<file path="config.mk">
export PLATFORM = sky130hd
export DESIGN_NAME = pixel_pack_unit
export DESIGN_NICKNAME = d
export VERILOG_FILES = /design/src/rtl/pixel_pack_unit.sv
export SDC_FILE = /design/constraint.sdc
export NUM_CORES = 1
export LEC_CHECK = 0
export ABC_AREA = 1
export CAP_MARGIN = 5
export CORE_ASPECT_RATIO = 0.5
export CORE_MARGIN = 2
export CORE_UTILIZATION = 55
export DETAILED_ROUTE_END_ITERATION = 12
export DONT_BUFFER_PORTS = 1
export PLACE_DENSITY = 0.8
export SLEW_MARGIN = 20
export SYNTH_ARGS = -nofsm -noshare
export SYNTH_HDL_FRONTEND = slang
export SYNTH_SLANG_ARGS = --single-unit
export TNS_END_PERCENT = 5
</file>
<file path="constraint.sdc">
create_clock -name clk -period 2.5 [get_ports clk]
set_input_delay 0.25 -clock clk [delete_from_list [all_inputs] [get_ports clk]]
set_output_delay 0.25 -clock clk [all_outputs]
set_load 0.03 [all_outputs]
</file>
<file path="src/rtl/pixel_pack_unit.sv">
// Packs the 4-lane thresholded PE result stream into 32-bit frame words, LSB first,
// and counts foreground pixels. One pixel group is read per cycle from a synchronous RAM.
module pixel_pack_unit #(
    parameter int NUM_PIXELS = 1024,
    parameter int RD_ADDR_W  = 8,
    parameter int WR_ADDR_W  = 5
) (
    input  logic                          clk,
    input  logic                          reset_n,
    input  logic                          pack_start,
    output logic [RD_ADDR_W-1:0]          pe_rd_addr,
    input  logic [3:0]                    pe_rd_data,
    output logic                          out_wr_en,
    output logic [WR_ADDR_W-1:0]          out_wr_addr,
    output logic [31:0]                   out_wr_data,
    output logic [$clog2(NUM_PIXELS):0]   fg_count,
    output logic                          pack_done,
    output logic                          busy
);

    localparam int CNT_W = $clog2(NUM_PIXELS) + 1;
    localparam logic [RD_ADDR_W-1:0] LAST_ADDR = RD_ADDR_W'(NUM_PIXELS / 4 - 1);

    typedef enum logic [1:0] {
        IDLE,
        READ,
        DRAIN,
        DONE
    } state_t;

    state_t                 state;
    state_t                 state_nxt;
    logic                   armed;
    logic                   rd_valid;
    logic [2:0]             nib_idx;
    logic [WR_ADDR_W-1:0]   word_idx;
    logic [27:0]            acc;
    logic                   start;
    logic                   capture;
    logic [2:0]             nib_ones;

    // A frame only starts once pack_start has been seen low since the previous start.
    assign start    = (state == IDLE) && pack_start && armed;
    // rd_valid marks the cycle the RAM returns data for an address issued in READ.
    assign capture  = rd_valid && pack_start && ((state == READ) || (state == DRAIN));
    assign nib_ones = 3'(pe_rd_data[0]) + 3'(pe_rd_data[1]) +
                      3'(pe_rd_data[2]) + 3'(pe_rd_data[3]);

    assign busy      = (state == READ) || (state == DRAIN);
    assign pack_done = (state == DONE);

    // NOTE: every variable gets a default before the case so no latch is inferred.
    always_comb begin
        state_nxt = state;
        case (state)
            IDLE:    if (start) state_nxt = READ;
            READ: begin
                if (!pack_start)                state_nxt = IDLE;
                else if (pe_rd_addr == LAST_ADDR) state_nxt = DRAIN;
            end
            // The last word's write strobe is the final event of the frame.
            DRAIN: begin
                if (!pack_start)   state_nxt = IDLE;
                else if (out_wr_en) state_nxt = DONE;
            end
            DONE:    if (!pack_start) state_nxt = IDLE;
            default: state_nxt = IDLE;
        endcase
    end

    // NOTE: sequential state uses non-blocking assignments so all registers update together.
    always_ff @(posedge clk or negedge reset_n) begin
        if (!reset_n) begin
            state <= IDLE;
        end else begin
            state <= state_nxt;
        end
    end

    always_ff @(posedge clk or negedge reset_n) begin
        if (!reset_n) begin
            pe_rd_addr  <= '0;
            out_wr_en   <= 1'b0;
            out_wr_addr <= '0;
            out_wr_data <= '0;
            fg_count    <= '0;
            armed       <= 1'b1;
            rd_valid    <= 1'b0;
            nib_idx     <= '0;
            word_idx    <= '0;
            acc         <= '0;
        end else begin
            out_wr_en <= 1'b0;
            rd_valid  <= (state == READ) && pack_start;

            if (!pack_start) armed <= 1'b1;
            else if (start)  armed <= 1'b0;

            if (start) begin
                pe_rd_addr <= '0;
                fg_count   <= '0;
                acc        <= '0;
                nib_idx    <= '0;
                word_idx   <= '0;
            end else begin
                if ((state == READ) && pack_start && (pe_rd_addr != LAST_ADDR))
                    pe_rd_addr <= pe_rd_addr + 1'b1;

                if (capture) begin
                    fg_count <= fg_count + CNT_W'(nib_ones);
                    nib_idx  <= nib_idx + 1'b1;
                    // Eighth nibble completes the word; it goes straight to the write port.
                    if (nib_idx == 3'd7) begin
                        out_wr_en   <= 1'b1;
                        out_wr_addr <= word_idx;
                        out_wr_data <= {pe_rd_data, acc};
                        word_idx    <= word_idx + 1'b1;
                    end else begin
                        acc[{nib_idx, 2'b00} +: 4] <= pe_rd_data;
                    end
                end
            end
        end
    end

endmodule

</file>
# ---- Word-level counts from Yosys, hierarchy flattened
# Cells that the tools add are included.
dict set report totals {
  rom_bits 0
  latchBits 0
  out_inout_bits 59
  memories 0
  wordCells 74
  ff_bits 97
  ram_bits 0
}
dict set report op_classes {
  reduce_logical 15
  n_div 0
  multipliers 0
  n_addsub 8
  bitwise_logic 1
  n_eq_ne 12
  magnitude_cmp 0
  n_mux 25
  n_shift 2
}
# cell n
set ops {}
lappend ops {{two-way mux 28 bit} 3}
lappend ops {{bitwise mux 28 bit} 1}
lappend ops {{variable shift 4 x 7 -> 28 bit (first input constant)} 1}
lappend ops {{variable part select 4 x 7 -> 28 bit} 1}
lappend ops {{two-way mux 11 bit} 2}
lappend ops {{two-way mux 8 bit} 2}
lappend ops {{two-way mux 5 bit} 3}
lappend ops {{two-way mux 2 bit} 6}
lappend ops {{adder 11 x 3 -> 11 bit} 1}
lappend ops {{adder 8 x 1 -> 8 bit (second input constant)} 1}
lappend ops {{equality test 8 bit (second input constant)} 1}
lappend ops {{!= test 8 bit (second input constant)} 1}
lappend ops {{one-hot mux 2 bit (4 select lines)} 1}
lappend ops {{negator 5 -> 7 bit} 1}
lappend ops {{logical AND 1 bit} 6}
lappend ops {{two-way mux 3 bit} 2}
lappend ops {{!= test 2 bit (second input constant)} 3}
lappend ops {{nonzero test 2 bit} 3}
lappend ops {{adder 5 x 1 -> 5 bit (second input constant)} 1}
lappend ops {{two-way mux 1 bit} 5}
lappend ops {{equality test 2 bit (second input constant)} 2}
lappend ops {{AND reduction 2 bit} 2}
lappend ops {{AND reduction 4 bit} 1}
lappend ops {{adder 2 x 1 -> 3 bit} 1}
lappend ops {{12 further kinds} 12}

# ---- Depth between registers and ports, before layout
dict set report depth {
  depth_word 6
  ltp_mapped 11
  depth_no_buf 11
}

# ---- Worst setup path after synthesis
# Ideal clock, no wire load.
dict set report synth_path {
  kind {input -> register}
  start {in pe_rd_data[0]}
  end {reg fg_count[8]}
  arrival_ps 1992
  cell_stages 10
  slack_ps 388
  n_path_buf 0
  path_cell_list {fa_1 > inv_1 > fa_1 > inv_1 > fa_1 > nand3_1 > nor2_1 > nand3_1 > nand2_1 > nor2_1}
}
dict set report synth_between {
  elab_chain_len 6
}
# element line_no
set synth_lines {}
lappend synth_lines {{start, declared} 12} ;# input logic [3:0] pe_rd_data,
lappend synth_lines {{adder 1 x 1 -> 2 bit} 46} ;# assign nib_ones = 3'(pe_rd_data[0]) + 3'(pe_rd_data[1]) +
lappend synth_lines {{adder 2 x 1 -> 3 bit} 46}
lappend synth_lines {{adder 3 x 1 -> 3 bit} 47} ;# 3'(pe_rd_data[2]) + 3'(pe_rd_data[3]);
lappend synth_lines {{adder 11 x 3 -> 11 bit} 110} ;# fg_count <= fg_count + CNT_W'(nib_ones);
lappend synth_lines {{two-way mux 11 bit} 109} ;# if (capture) begin
lappend synth_lines {{two-way mux 11 bit} 99} ;# if (start) begin
lappend synth_lines {{end signal, assigned} 110}
lappend synth_lines {{end, declared} 16} ;# output logic [$clog2(NUM_PIXELS):0] fg_count,
# Every way passes these cells. The select of a mux whose other input is x is not followed.
# A chain may end at the register's enable or synchronous reset.

# ---- Worst setup path in the final report
dict set report layout_path {
  start {reg state[1]}
  end {reg out_wr_addr[0]}
}
dict set report layout_between {
  elab_chain_len 5
  word_cells_on_any_way 9
  classes_between {2 x eq/ne; 1 x bitwise; 6 x reduce/logical}
}
# element line_no
set layout_lines {}
lappend layout_lines {{start, declared} 31} ;# state_t state;
lappend layout_lines {{start signal, assigned} 76} ;# state <= state_nxt;
lappend layout_lines {{logical NOT 2 bit} 43} ;# assign start = (state == IDLE) && pack_start && armed;
lappend layout_lines {{logical AND 1 bit (2 in a row)} 43}
lappend layout_lines {{NOT 1 bit (no source line)} --}
lappend layout_lines {{AND reduction 3 bit (no source line) *} --}
lappend layout_lines {{end signal, assigned} 115} ;# out_wr_addr <= word_idx;
lappend layout_lines {{end, declared} 14} ;# output logic [WR_ADDR_W-1:0] out_wr_addr,
# Mark *: on every way between the ends. The rest lies on a longest branch, timed or not.

==> run summary <==
WHS: -0.400 ns
Post-Place Worst Slack: 0.244 ns
CTS sink count: 97
Worst clock skew: 0.00611 ns
Post-synth EDFFs: 0
Failing checks: negative hold slack
CP arrival: 2.36 ns
DP HPWL: 6.71 mm
Tightest Hold Check Type: input port to async pin
Clk root buf: clkbuf_16
Final core utilization: 62.0%
Final Hold Violating Endpoints: 97
Peak VDD IR: 0.503 mV
Reg2reg setup slack: 0.38 ns
Initial Utilization: 56.9%
LEAKAGE: 0.00263 uW
Initial antenna violation count: 0
Required @ worst endpoint: 2.73 ns
Core Region: 8030 um^2
Layout area overhead: 8.89%
R2R cell count: 8
Post-synth top area share: 52.5%
Critical path origin: state[1]
Grt peak-use layer: met2
Syn Inst Count: 536
Final GP Congestion: 0.856
Post-Route WL: 9.57 mm
Port bufs: 0
Num CTS Buffers: 9
Max frequency: 471 MHz
Via density: 5.34
GRT Overall Usage: 23.2%
Crit share post-route: 84.9%
Share of layout cells above drive strength 1: 7.90%
DR iter-0 viols: 244
Die W: 133 um
PD cells: 860 nW/um^2
CTS H-tree depth: 3
Die H: 68.5 um
Hold buffer count at CTS: 1
Clk slew on worst S/H paths: 0.07 ns
Syn Area/Cell: 8.53 um^2
RR Endpoint: out_wr_addr[0]
Max transition margin: 58.8%
# rows: 23
Clock latency on the worst-skew pair: 0.34 ns
Grt met1 use: 29.6%
RSZ-0062 raised after global routing: false
Placed cells: 639
Synth warn: 0
Post-CTS Setup Bufs: 0
IO Pins: 66
Tightest Pin Transition: 0.617 ns
Global-route wire length before repair: 16.2 mm
GRT overflow: 0
Async set-reset flop share out of synthesis: 100%
Antenna Nets Post-Route: 0
Final Net Count: 560
DR DRC count: 0
Syn Nets: 557
Min Tclk post-route: 2.12 ns
Critical Path End Type: register
CP max FO: 33
Area leader, netlist: dfrtp_1
Number of distinct library cells after synthesis: 30
Largest net degree at the start of global routing: 98
Number of global-route vias before repair: 3395
N_diodes: 0
Avg WL per Cell: 14.6 um
Final WS setup: 0.377 ns
Setup_tns: 0 ns
Reg-to-Reg Start: state[1]
Vias: 3505
Global-route met2 utilization: 37.1%
Sequential Area: 2430 um^2
Max-cap violations: 0
CTS tree: done
CTS Buffer Depth: 2
Register bit total from synthesis: 97
CP Class: register to register
Die area: 9100 um^2
Type of origin of the critical path: register
DR pass1 iterations: 5
Fill count: 679
Seq/Total Area, Yosys: 53.1%
Non-filler cells, final: 656
Met3 Usage GRT: 8.89%
# setup viols final: 0
Synth Cell Area: 4570 um^2
Most used DFF post-synth: dfrtp_1
Multi-input logic area: 1810 um^2
Status: complete, but fails checks
Synth top area cells: dfrtp_1 (53%), nand2_1 (16%), nand3_1 (5.1%), inv_1 (4.4%), ha_1 (3.0%)
Slew Limit Fails: 0
Cts repair resizes: 0
## Yosys cell counts (2+ instances only)
| master | n |
|---|---|
| nand2_2 | 2 |
| o21ai_0 | 25 |
| dfrtp_1 | 96 |
| ha_1 | 11 |
| nand2_1 | 195 |
| buf_4 | 4 |
| nand3_2 | 3 |
| nor3_1 | 2 |
| nand4_1 | 13 |
| a21oi_1 | 12 |
| nand3_1 | 47 |
| buf_2 | 4 |
| buf_6 | 6 |
| inv_1 | 53 |
| o21ai_2 | 9 |
| fa_1 | 3 |
| inv_2 | 2 |
| nor2_1 | 31 |
| o22ai_1 | 2 |
| xor2_1 | 5 |
| buf_1 | 2 |
## critical path: stages, from the launching register on
cell,delay [ns]
dfrtp_1,0.40
inv_1,0.08
ha_1,0.33
nand3_4,0.17
inv_2,0.20
nand3_2,0.12
inv_2,0.43
nand2_1,0.14
o21a_1,0.14
## per-layer routing
layer | vias to the layer above | wire, um
met5 | - | 0
met4 | 0 | 84
met3 | 9 | 857
met2 | 123 | 4290
met1 | 1664 | 4340
li1 | 1709 | -
## cells by family (layout without fill, tap and decap cells)
| logic type | after synthesis | count (layout) | share of synthesized area (%) |
|---|---|---|---|
| AND/OR/NAND/NOR | 297 | 297 | 27.6 |
| XOR/XNOR | 6 | 6 | 1.15 |
| AO/OA/AOI/OAI | 51 | 51 | 6.60 |
| buffers and inverters | 71 | 79 | 7.25 |
| adder cells (fa/ha/maj) | 14 | 14 | 4.32 |
| flip-flops | 97 | 97 | 53.1 |
## power breakdown
group / total [uW] / switching [uW] / internal, uW
clock: 1500 / 587 / 911
sequential: 1920 / 214 / 1710
combinational: 864 / 594 / 270
## cell usage in the layout (no fill, tap or decap), drive strengths merged
cell,n
inv,56
nor2,33
xor2,5
clkinv,2
nand4,13
dfrtp,96
o21ai,35
xnor2,1
clkbuf,11
ha,11
nor3b,1
nor3,2
a21oi,12
nand3,51
fa,3
nand2,197
bufinv,2
dlygate4sd3,1
o22ai,3
dfstp,1
buf,7
o21a,1
## sequential cells by signal, indices dropped and copies added (netlist names), 2 cells and up
signal       flops
pe_rd_addr       8
word_idx         5
acc             28
nib_idx          3
out_wr_data     32
fg_count        11
state            2
out_wr_addr      5
## worst max-delay path by stage
| stage | slack, ns | cells after the start | endpoint |
|---|---|---|---|
| after floorplan | 0.39 | 10 | fg_count[8] |
| after global routing | 0.14 | 8 | out_wr_addr[0] |
| after detailed placement | 0.24 | 10 | fg_count[8] |
| after CTS | 0.35 | 8 | out_wr_addr[0] |
| after global placement | 0.28 | 10 | fg_count[8] |
| final | 0.38 | 8 | out_wr_addr[0] |
## stage by stage
stage                     instance area (um^2)  total power (uW)  hold slack [ns]
after floorplan                           4570              2590          -0.0456
after global placement                    4640              2770          -0.0440
after detailed placement                  4640              2800          -0.0439
after CTS                                 4980              4310           -0.414
after global routing                      4980              4520           -0.419
final                                     4980              4280           -0.400
## area by class of cell
| type | count | area share [%] |
|---|---|---|
| Timing Repair Buffer | 8 | 1.26 |
| Clock inverter | 5 | 1.73 |
| Clock buffer | 11 | 4.88 |
| Sequential cell | 97 | 48.8 |
| Tap cell | 112 | 2.81 |
| Multi-Input combinational cell | 368 | 36.4 |
| Inverter | 55 | 4.15 |
Power figures use the tool's default switching activity.
